## src/rtl/switch_light_arbiter.sv

```systemverilog
// Round-robin owner of the 3-bit light bank, shared by four switch requesters.
// Define SWITCH_SYNC_EN to pass the switches through a 2-flop synchronizer first.
module switch_light_arbiter #(
    parameter int HOLD_CYCLES = 8,
    parameter int CNT_W       = 4
) (
    input  logic       clk,
    input  logic       rst,
    input  logic [3:0] switches,
    output logic [2:0] lights,
    output logic [3:0] grant,
    output logic       busy
);

    // Request/grant semantics: a request is a level on a switch bit; grant is the
    // registered acknowledgement, held at least HOLD_CYCLES cycles once raised.
    typedef enum logic [1:0] {
        IDLE,
        GRANT,
        COOLDOWN
    } state_t;

    localparam logic [CNT_W-1:0] HOLD_INIT = CNT_W'(HOLD_CYCLES - 1);

    state_t           state, state_nxt;
    logic [1:0]       ptr, ptr_nxt;
    logic [1:0]       idx, idx_nxt;
    logic [CNT_W-1:0] cnt, cnt_nxt;
    logic [3:0]       grant_nxt;
    logic [2:0]       lights_nxt;
    logic             busy_nxt;
    logic [3:0]       req;
    logic [1:0]       win;
    logic             others;

`ifdef SWITCH_SYNC_EN
    logic [3:0] sync1, sync2;

    always_ff @(posedge clk or posedge rst) begin
        if (rst) begin
            sync1 <= '0;
            sync2 <= '0;
        end else begin
            sync1 <= switches;
            sync2 <= sync1;
        end
    end

    assign req = sync2;
`else
    assign req = switches;
`endif

    // Search from the highest offset down so the lowest offset from ptr wins.
    always_comb begin
        win = ptr;
        for (int i = 3; i >= 0; i--) begin
            if (req[ptr + 2'(i)]) win = ptr + 2'(i);
        end
    end

    assign others = |(req & ~(4'b0001 << idx));

    always_ff @(posedge clk or posedge rst) begin
        if (rst) begin
            state  <= IDLE;
            ptr    <= '0;
            idx    <= '0;
            cnt    <= '0;
            grant  <= '0;
            lights <= '0;
            busy   <= 1'b0;
        end else begin
            state  <= state_nxt;
            ptr    <= ptr_nxt;
            idx    <= idx_nxt;
            cnt    <= cnt_nxt;
            grant  <= grant_nxt;
            lights <= lights_nxt;
            busy   <= busy_nxt;
        end
    end

    always_comb begin
        state_nxt  = state;
        ptr_nxt    = ptr;
        idx_nxt    = idx;
        cnt_nxt    = cnt;
        grant_nxt  = grant;
        lights_nxt = lights;
        busy_nxt   = busy;
        case (state)
            IDLE: begin
                if (|req) begin
                    state_nxt  = GRANT;
                    idx_nxt    = win;
                    cnt_nxt    = HOLD_INIT;
                    grant_nxt  = 4'b0001 << win;
                    lights_nxt = {1'b1, win};
                    busy_nxt   = 1'b1;
                end else begin
                    grant_nxt  = '0;
                    lights_nxt = '0;
                    busy_nxt   = 1'b0;
                end
            end
            GRANT: begin
                if (cnt != '0) begin
                    cnt_nxt = cnt - 1'b1;
                end else if (!req[idx] || others) begin
                    // Release on drop or when anyone else is waiting; pointer moves past owner.
                    state_nxt  = COOLDOWN;
                    grant_nxt  = '0;
                    lights_nxt = '0;
                    busy_nxt   = 1'b1;
                    ptr_nxt    = idx + 2'd1;
                end
            end
            COOLDOWN: begin
                state_nxt  = IDLE;
                grant_nxt  = '0;
                lights_nxt = '0;
                busy_nxt   = 1'b0;
            end
            default: begin
                state_nxt  = IDLE;
                grant_nxt  = '0;
                lights_nxt = '0;
                busy_nxt   = 1'b0;
            end
        endcase
    end

endmodule

```

## config.mk

```make
export PLATFORM = sky130hd
export DESIGN_NAME = switch_light_arbiter
export DESIGN_NICKNAME = d
export VERILOG_FILES = /design/src/rtl/switch_light_arbiter.sv
export SDC_FILE = /design/constraint.sdc
export NUM_CORES = 1
export LEC_CHECK = 0
export CAP_MARGIN = 10
export CORE_MARGIN = 3
export CORE_UTILIZATION = 52
export CTS_CLUSTER_SIZE = 16
export DETAILED_ROUTE_END_ITERATION = 8
export PLACE_DENSITY = 0.76
export SYNTH_ARGS = -nofsm -noshare
export SYNTH_HDL_FRONTEND = slang
export SYNTH_SLANG_ARGS = --single-unit
```

## constraint.sdc

```tcl
create_clock -name clk -period 2 [get_ports clk]
set_clock_uncertainty 0.05 [all_clocks]
set_input_delay 0.4 -clock clk [delete_from_list [all_inputs] [get_ports clk]]
set_output_delay 0.4 -clock clk [all_outputs]
set_load 0.01 [all_outputs]
```

==> results of run 1 <==
-- power by group --
group	internal (mW)	switching, mW	leakage, nW	total, mW
Combinational	0.492	0.445	0.346	0.937
Sequential	0.520	0.137	0.220	0.657
Clock	0.0699	0.102	0.0138	0.172
Total	1.08	0.684	0.580	1.77
-- registers in the layout (all words and copies together) (netlist names) --
register,count
lights,3
grant,4
idx,2
state,2
cnt,4
ptr,2
busy,1
-- stage by stage --
step,instances,cell area [sq um],hold WS [ns]
floorplan,92,1010,0.289
global placement,141,1250,0.431
detailed placement,141,1250,0.430
CTS,144,1280,0.382
global route,145,1290,0.382
finish,145,1290,0.380
-- kinds of logic (layout without fill, tap and decap cells) --
kind of cell / Yosys count / in the layout / share of synthesized area, %
AO/OA/AOI/OAI: 26 / 26 / 22.9
buffers and inverters: 15 / 43 / 5.59
XOR/XNOR: 1 / 1 / 0.870
adder cells (fa/ha/maj): 5 / 5 / 6.21
flip-flops: 18 / 18 / 44.7
multiplexers: 4 / 4 / 5.71
AND/OR/NAND/NOR: 23 / 23 / 14.0
-- cells in the mapped netlist --
cell type,instances
o22ai_1,4
a31o_2,1
and2b_1,2
clkbuf_1,1
nand4_1,1
xnor2_1,1
dfrtp_1,18
a21oi_1,2
o22a_2,1
nor2b_4,1
o22a_1,1
a2bb2o_4,1
mux2_4,1
and3b_1,1
mux2i_1,2
nor3b_1,2
nor4_1,1
a31oi_1,2
mux4_2,1
o21ai_0,3
nor2_1,3
or3_1,1
inv_1,14
nor2b_1,4
a211o_1,1
a31oi_4,1
nand2_1,4
o21bai_1,1
nor2b_2,1
o21ai_1,3
a22oi_1,1
ha_1,5
a21boi_0,1
o2bb2ai_1,1
nor3_1,2
a2111oi_4,1
a21oi_4,1
-- worst register-to-register path, cell delays in order (launching register included) --
cell	delay, ns
dfrtp_1	0.46
inv_1	0.15
ha_1	0.17
inv_1	0.06
a2111oi_4	0.34
buf_4	0.19
a31oi_4	0.12
buf_4	0.17
o21ai_1	0.11
-- per-layer routing --
metal | vias to the layer above | wire (um)
met5 | - | 0
met4 | 0 | 24
met3 | 4 | 45
met2 | 15 | 1070
met1 | 376 | 909
li1 | 384 | -
-- worst max path at each step --
stage                             startpoint               endpoint  slack, ns  cells past startpoint
after floorplan           idx[0]$_DFFE_PP0P_     ptr[1]$_DFFE_PP0P_       0.25                      6
after global placement           switches[0]     ptr[1]$_DFFE_PP0P_      -0.11                      4
after detailed placement         switches[1]  lights[2]$_DFFE_PP0P_      -0.16                      6
after CTS                 idx[0]$_DFFE_PP0P_  lights[2]$_DFFE_PP0P_       0.03                      7
after global routing      idx[0]$_DFFE_PP0P_  lights[2]$_DFFE_PP0P_       0.01                      8
final                     idx[0]$_DFFE_PP0P_  lights[2]$_DFFE_PP0P_       0.10                      8
-- timing repair --
action | in CTS | in global routing
setup endpoints to repair | 1 | 7
setup buffers | 0 | 1
pin swaps | 1 | 1
gates resized for setup | 0 | 1
endpoints found under the hold margin | 0 | 0
-- layout make-up --
| class | count | area, sq um | share of cell area [%] |
|---|---|---|---|
| tap | 25 | 31.3 | 2.42 |
| sequential | 18 | 450 | 34.9 |
| timing repair buffer | 26 | 228 | 17.7 |
| inverter | 14 | 52.6 | 4.07 |
| multi-input combinational | 59 | 505 | 39.2 |
| clock buffer | 3 | 22.5 | 1.75 |
==> qor.txt, run 1 <==
Initial antenna violation count = 0
Total Routing Usage GR = 18.9%
GRT met3 Usage = 3.02%
Leakage power = 0.580 nW
CP required = 2.16 ns
CTS Root Cell = clkbuf_4
Worst-Skew Late Latency = 0.28 ns
Area of the core = 1780 sq um
GRT Residual Overflow = 0
Max-Cap Viols = 0
Top Usage Layer GRT = met2
PnR worst setup slack = 0.104 ns
Sequential cell area fraction in the yosys report = 44.7%
Fillers = 139
Die X = 50.0 um
Final WL = 2050 um
Core Rows = 15
Vias in the first global route = 791
H-tree Lvls = 1
Die area = 2500 sq um
Initial DRC count = 13
Most frequent cells in the layout = dfrtp_1, inv_1, clkdlybuf4s50_1, buf_4, ha_1
Post-synth top area cell = dfrtp_1
Hold-fix buffers, CTS = 0
RSZ-0062 raised after global routing = false
Crit-path slowest cell = dfrtp_1
WL per Instance = 14.1 um
Largest net degree at the start of global routing = 19
I/O Buffers = 13
Hold Violations, Final = 0
Crit path capture type = flop
CP Cell Sequence = inv_1 -> ha_1 -> inv_1 -> a2111oi_4 -> buf_4 -> a31oi_4 -> buf_4 -> o21ai_1
Post-synth top area share = 44.7%
CP arrival = 2.06 ns
Top delay family on crit path = buffers and inverters
Final period util = 94.8%
Slew @ Worst Pin = 0.529 ns
Top post-synthesis cells by area = dfrtp_1, ha_1, inv_1, a2111oi_4, nor2b_1
Clock Sinks = 18
RePlAce Congestion = 0.764
Syn Nets = 103
Drt via density = 5.37
DRT antenna net count = 0
Clk pin slew, worst setup/hold paths = 0.09 ns
Reg2Reg Capture Point = lights[2]$_DFFE_PP0P_
Hold WC Path Type = in -> async
Flops & latches, synth = 18
Crit path largest cell delay = 0.46 ns
Fin crit period = 1.90 ns
Pre-antenna DRT Iters = 4
Synth Warn # = 0
Antenna Cells = 0
FMAX = 0.528 GHz
Total power = 1.77 mW
Via total after detailed routing = 779
Final setup fails = 0
Hpwl dp = 1640 um
R2R depth = 8
Slew margin rel. = 64.4%
Pwr Density = 1370 nW/um^2
Netlist Area Pre-Place = 1010 sq um
DRC = 0
Finished Core Util = 72.4%
Synth cell types = 37
GR Util met1 = 23.7%
Critical Path Start Type = flop
Fin Setup TNS = 0 ns
Area delta synth->final = 28.1%
Total CTS buffers = 3
Max VDD drop = 0.716 mV
Status = finished, final reports clean
R2R setup slack = 0.10 ns
# nets final = 133
Share of cells above drive strength 1 = 22.5%
Synth Instances = 92
Worst path bufs/invs = 4
Global-route wire length before repair = 3570 um
Setup WS pre-CTS = -0.165 ns
Worst Setup Path Type = reg -> reg
Met2 Use GR = 31.7%
Avg Cell Area, Syn = 10.9 sq um
Worst-path fanout max = 7
Total I/O pin count = 14
Die height = 50.0 um
TritonCTS clock tree = built
Initial Util = 56.5%
Commonest non-fill, non-tap cell in the layout = dfrtp_1
Reg2reg start = idx[0]$_DFFE_PP0P_
Clock tree buffer depth = 2
Slew Limit Fails = 0
No activity file was read; power rests on OpenSTA's default activity.
==> run 2: changes to the inputs <==
--- a/config.mk
+++ b/config.mk
@@ -11,6 +11,7 @@
 export CTS_CLUSTER_SIZE = 16
 export DETAILED_ROUTE_END_ITERATION = 8
 export PLACE_DENSITY = 0.76
+export SKIP_CTS_REPAIR_TIMING = 1
 export SYNTH_ARGS = -nofsm -noshare
 export SYNTH_HDL_FRONTEND = slang
 export SYNTH_SLANG_ARGS = --single-unit
==> run 2 against run 1 <==
  * Global-route usage fell by 0.13 points
  * Non-clock buffer count did not move
  * Utilization did not move
  * Largest power group unchanged
  * Register-to-register slack improved by 0.03 ns
  * Die area did not move
  * Critical path depth fell by 2
  * Design area did not move
  * Largest cell class unchanged
  * Combinational power barely moved
  * Flip-flop and latch count did not move
  * Power barely moved
  * Highest routed layer unchanged
==> qor.txt, run 2 (synthesis gave the netlist of run 1 again) <==
WL per Instance = 14.1 um
Die X = 50.0 um
Final hold slack = 0.380 ns
Initial DRC count = 13
Area of the core = 1780 sq um
Crit-path slowest cell = dfrtp_1
Reg2Reg Capture Point = grant[2]$_DFFE_PP0P_
TritonCTS clock tree = built
Max-Cap Viols = 0
Largest net degree at the start of global routing = 19
Antenna Cells = 0
Final period util = 93.1%
Hold WC Path Type = in -> async
Die height = 50.0 um
Crit path capture type = flop
R2R depth = 6
RSZ-0062 raised after global routing = false
Psw = 0.684 mW
Clk pin slew, worst setup/hold paths = 0.09 ns
Net Sw Frac = 38.7%
Total Routing Usage GR = 18.8%
RePlAce Congestion = 0.764
DRT antenna net count = 0
Leakage power = 0.580 nW
Die area = 2500 sq um
Non-Filler Instances = 145
Combinational fraction of design power = 53.1%
Worst-path fanout max = 7
Final setup fails = 0
Critical Path Start Type = flop
Cell area after layout = 1290 sq um
Initial antenna violation count = 0
Final WL = 2040 um
H-tree Lvls = 1
R2R setup slack = 0.14 ns
CTS Root Cell = clkbuf_4
CP Cell Sequence = inv_1 -> ha_1 -> nor3b_2 -> and2b_1 -> a31oi_4 -> a2bb2o_4
Max VDD drop = 0.717 mV
# nets final = 133
Regs by FF count = cnt (4), grant (4), lights (3)
Crit path largest cell delay = 0.39 ns
Drt via density = 5.37
Internal power = 1.08 mW
Most frequent cells in the layout = dfrtp_1, inv_1, clkdlybuf4s50_1, buf_4, ha_1
Clock tree buffer depth = 2
Pre-antenna DRT Iters = 4
Clock power share = 9.7%
Via total after detailed routing = 779
Hold Violations, Final = 0
I/O Buffers = 13
Clock Sinks = 18
Slew @ Worst Pin = 0.529 ns
Worst-Skew Late Latency = 0.28 ns
GRT Residual Overflow = 0
Fillers = 139
Hpwl dp = 1640 um
Slew Limit Fails = 0
FMAX = 0.537 GHz
Share of cells above drive strength 1 = 22.5%
Reg2reg start = cnt[0]$_DFFE_PP0P_
Top delay family on crit path = simple AND/OR/NAND/NOR gates
Share of power burned in registers = 37.2%
Global-route wire length before repair = 3540 um
Slew margin rel. = 64.4%
Area delta synth->final = 28.1%
Total I/O pin count = 14
Commonest non-fill, non-tap cell in the layout = dfrtp_1
Status = finished, final reports clean
CP arrival = 2.00 ns
DP Area = 1250 sq um
Worst Setup Path Type = reg -> reg
Dpl cells = 141
Fin crit period = 1.86 ns
CP required = 2.13 ns
Vias in the first global route = 792
Total CTS buffers = 3
DRC = 0
Initial Util = 56.5%
Core Rows = 15
Worst path bufs/invs = 1
Pwr Density = 1370 nW/um^2
[run 2: cell counts in the layout (fill, tap and decap cells not counted)]
Identical to the previous run, type by type.
[run 2: layer usage]
| metal | share of wire, % | vias to the layer above | GRT usage [%] |
|---|---|---|---|
| li1 | - | 384 | - |
| met1 | 45 | 376 | 23.3 |
| met2 | 52 | 15 | 31.7 |
| met3 | 2.2 | 4 | 3.02 |
| met4 | 1.2 | 0 | 8.29 |
| met5 | 0 | - | 0 |
[run 2: power by group through the flow]
stage               Sequential (mW)  Combinational, mW  Clock, mW
floorplan                     0.657              0.567          0
global placement              0.653              0.892          0
detailed placement            0.663              0.929          0
CTS                           0.658              0.933      0.175
global route                  0.678               1.03      0.201
finish                        0.657              0.937      0.172
[run 2: final cells by class]
class	instances	area (sq um)	share of cell area, %
clock buffer	3	22.5	1.75
multi-input combinational	59	505	39.2
sequential	18	450	34.9
inverter	14	52.6	4.07
tap	25	31.3	2.42
timing repair buffer	26	228	17.7
[run 2: per-stage QoR]
stage / worst slack [ns] / TNS, ns / power (mW) / util [%]
4_1_cts: -0.0203 / -0.0203 / 1.77 / 71.6
2_1_floorplan: 0.252 / 0 / 1.22 / -
6_report: 0.137 / 0 / 1.77 / 72.4
3_5_place_dp: -0.165 / -0.898 / 1.59 / 70.4
3_3_place_gp: -0.107 / -0.547 / 1.55 / 70.4
5_1_grt: 0.0300 / 0 / 1.90 / 72.4
[run 2: how the worst max path moves through the flow]
| stage | start | cells after the start | slack [ns] | end |
|---|---|---|---|---|
| 2_1_floorplan | idx[0]$_DFFE_PP0P_ | 6 | 0.25 | ptr[1]$_DFFE_PP0P_ |
| 3_3_place_gp | switches[0] | 4 | -0.11 | ptr[1]$_DFFE_PP0P_ |
| 3_5_place_dp | switches[1] | 6 | -0.16 | lights[2]$_DFFE_PP0P_ |
| 4_1_cts | idx[0]$_DFFE_PP0P_ | 7 | -0.02 | lights[2]$_DFFE_PP0P_ |
| 5_1_grt | cnt[1]$_DFFE_PP0P_ | 6 | 0.03 | grant[2]$_DFFE_PP0P_ |
| 6_report | cnt[0]$_DFFE_PP0P_ | 6 | 0.14 | grant[2]$_DFFE_PP0P_ |
[run 2: worst reg2reg max path: stages, from the launching register on]
cell      delay (ns)
dfrtp_1         0.39
inv_1           0.09
ha_1            0.21
nor3b_2         0.25
and2b_1         0.27
a31oi_4         0.27
a2bb2o_4        0.23
==> run 3: changes to the inputs <==
--- a/config.mk
+++ b/config.mk
@@ -7,10 +7,12 @@
 export LEC_CHECK = 0
 export CAP_MARGIN = 10
 export CORE_MARGIN = 3
-export CORE_UTILIZATION = 52
+export CORE_UTILIZATION = 48
 export CTS_CLUSTER_SIZE = 16
 export DETAILED_ROUTE_END_ITERATION = 8
-export PLACE_DENSITY = 0.76
+export GPL_TIMING_DRIVEN = 0
+export PLACE_DENSITY = 0.71
+export RECOVER_POWER = 25
 export SKIP_CTS_REPAIR_TIMING = 1
 export SYNTH_ARGS = -nofsm -noshare
 export SYNTH_HDL_FRONTEND = slang
==> run 3 against run 2 <==
  * Wire length decreased by 8.6%
  * Combinational power fell by 8.4%
  * Hold slack gained 0.074 ns
  * Global-route usage is 3.6 points lower
==> qor.txt, run 3 (synthesis gave the netlist of run 1 again) <==
Status = finished, final reports clean
Hpwl dp = 1360 um
CTS Root Cell = clkbuf_4
Share of cells above drive strength 1 = 16.5%
Fin crit period = 1.88 ns
WL per Instance = 13.9 um
R2R depth = 6
Crit path capture type = flop
Critical Path Start Type = flop
Largest net degree at the start of global routing = 19
CP Cell Sequence = inv_1 -> ha_1 -> nor2b_4 -> a2111oi_4 -> a21oi_4 -> mux2_4
Clock Sinks = 18
Crit path largest cell delay = 0.46 ns
Global-route wire length before repair = 2950 um
Slew @ Worst Pin = 0.684 ns
Initial antenna violation count = 0
Hold Violations, Final = 0
Area of the core = 1860 sq um
# nets final = 121
Beginning of the critical path = idx[1]$_DFFE_PP0P_
Hold WC Path Type = reg -> reg
Drt via density = 5.48
R2R setup slack = 0.12 ns
CP required = 2.14 ns
FMAX = 0.532 GHz
Max-Cap Viols = 0
Regs by FF count = cnt (4), grant (4), lights (3)
GRT met3 Usage = 2.58%
Setup WS pre-CTS = -0.313 ns
Die area = 2680 sq um
Total CTS buffers = 3
Crit-path slowest cell = dfrtp_1
RSZ-0062 raised after global routing = false
H-tree Lvls = 1
Leakage power = 0.568 nW
Vias in the first global route = 650
Pre-antenna DRT Iters = 4
Antenna Cells = 0
Hold Path Origin = busy$_DFFE_PP0P_
TritonCTS clock tree = built
PnR worst setup slack = 0.120 ns
Total I/O pin count = 14
Met2 Use GR = 23.7%
Most frequent cells in the layout = dfrtp_1, inv_1, clkdlybuf4s50_1
Slew Limit Fails = 0
Slew margin rel. = 54.3%
Reg2Reg Capture Point = ptr[1]$_DFFE_PP0P_
GR Util met1 = 20.2%
Worst-path fanout max = 5
Worst Setup Path Type = reg -> reg
Dpl cells = 130
Total power = 1.73 mW
Die X = 51.8 um
Initial DRC count = 5
Core Rows = 15
RePlAce Congestion = 0.754
Reg2reg start = idx[1]$_DFFE_PP0P_
Final setup fails = 0
Clk pin slew, worst setup/hold paths = 0.10 ns
Clock tree buffer depth = 2
Final period util = 94.0%
I/O Buffers = 13
Commonest non-fill, non-tap cell in the layout = dfrtp_1
Total Routing Usage GR = 15.2%
DRT antenna net count = 0
Critical Path End = ptr[1]$_DFFE_PP0P_
Initial Util = 54.2%
Pwr Density = 1390 nW/um^2
Top Usage Layer GRT = met2
Non-Filler Instances = 134
Via total after detailed routing = 734
Worst-Skew Late Latency = 0.29 ns
Final WL = 1870 um
DRC = 0
Die height = 51.8 um
Area delta synth->final = 23.5%
GRT Residual Overflow = 0
Max VDD drop = 0.709 mV
CP arrival = 2.02 ns
Fin Setup TNS = 0 ns
-- run 3: how the worst min path moves through the flow --
stage,end,cells after the start
floorplan,busy$_DFFE_PP0P_,1
global placement,busy$_DFFE_PP0P_,1
detailed placement,busy$_DFFE_PP0P_,1
CTS,busy$_DFFE_PP0P_,1
global route,busy$_DFFE_PP0P_,1
finish,busy$_DFFE_PP0P_,1
-- run 3: routing by layer --
metal	vias up	wire length, um
met1	358	938
li1	364	-
met2	10	855
met3	2	48
met4	0	23
met5	-	0
-- run 3: area by class of cell --
| type | instances | area, sq um |
|---|---|---|
| fill | 145 | 614 |
| multi-input combinational | 59 | 526 |
| sequential | 18 | 450 |
| timing repair buffer | 14 | 148 |
| inverter | 14 | 52.6 |
| clock buffer | 4 | 36.3 |
| tap | 25 | 31.3 |
-- run 3: per-stage QoR --
| step | hold slack (ns) | utilization [%] | area, sq um |
|---|---|---|---|
| finish | 0.454 | 66.9 | 1240 |
| global route | 0.492 | 66.9 | 1240 |
| CTS | 0.455 | 64.8 | 1200 |
| detailed placement | 0.430 | 62.9 | 1170 |
| global placement | 0.424 | 62.9 | 1170 |
| floorplan | 0.289 | - | 1010 |
-- run 3: worst max-delay path, delay by kind of cell, from the launching register on --
kind,cells,cell delay (ns)
flops,1,0.46
simple gates,1,0.05
compound gates,2,0.59
fa+ha+maj,1,0.19
buf+inv,1,0.11
mux,1,0.31
-- run 3: power breakdown --
| part | internal (mW) | switching (mW) | total, mW |
|---|---|---|---|
| sequential | 0.519 | 0.126 | 0.646 |
| combinational | 0.439 | 0.419 | 0.858 |
| clock | 0.111 | 0.112 | 0.222 |
| total | 1.07 | 0.656 | 1.73 |
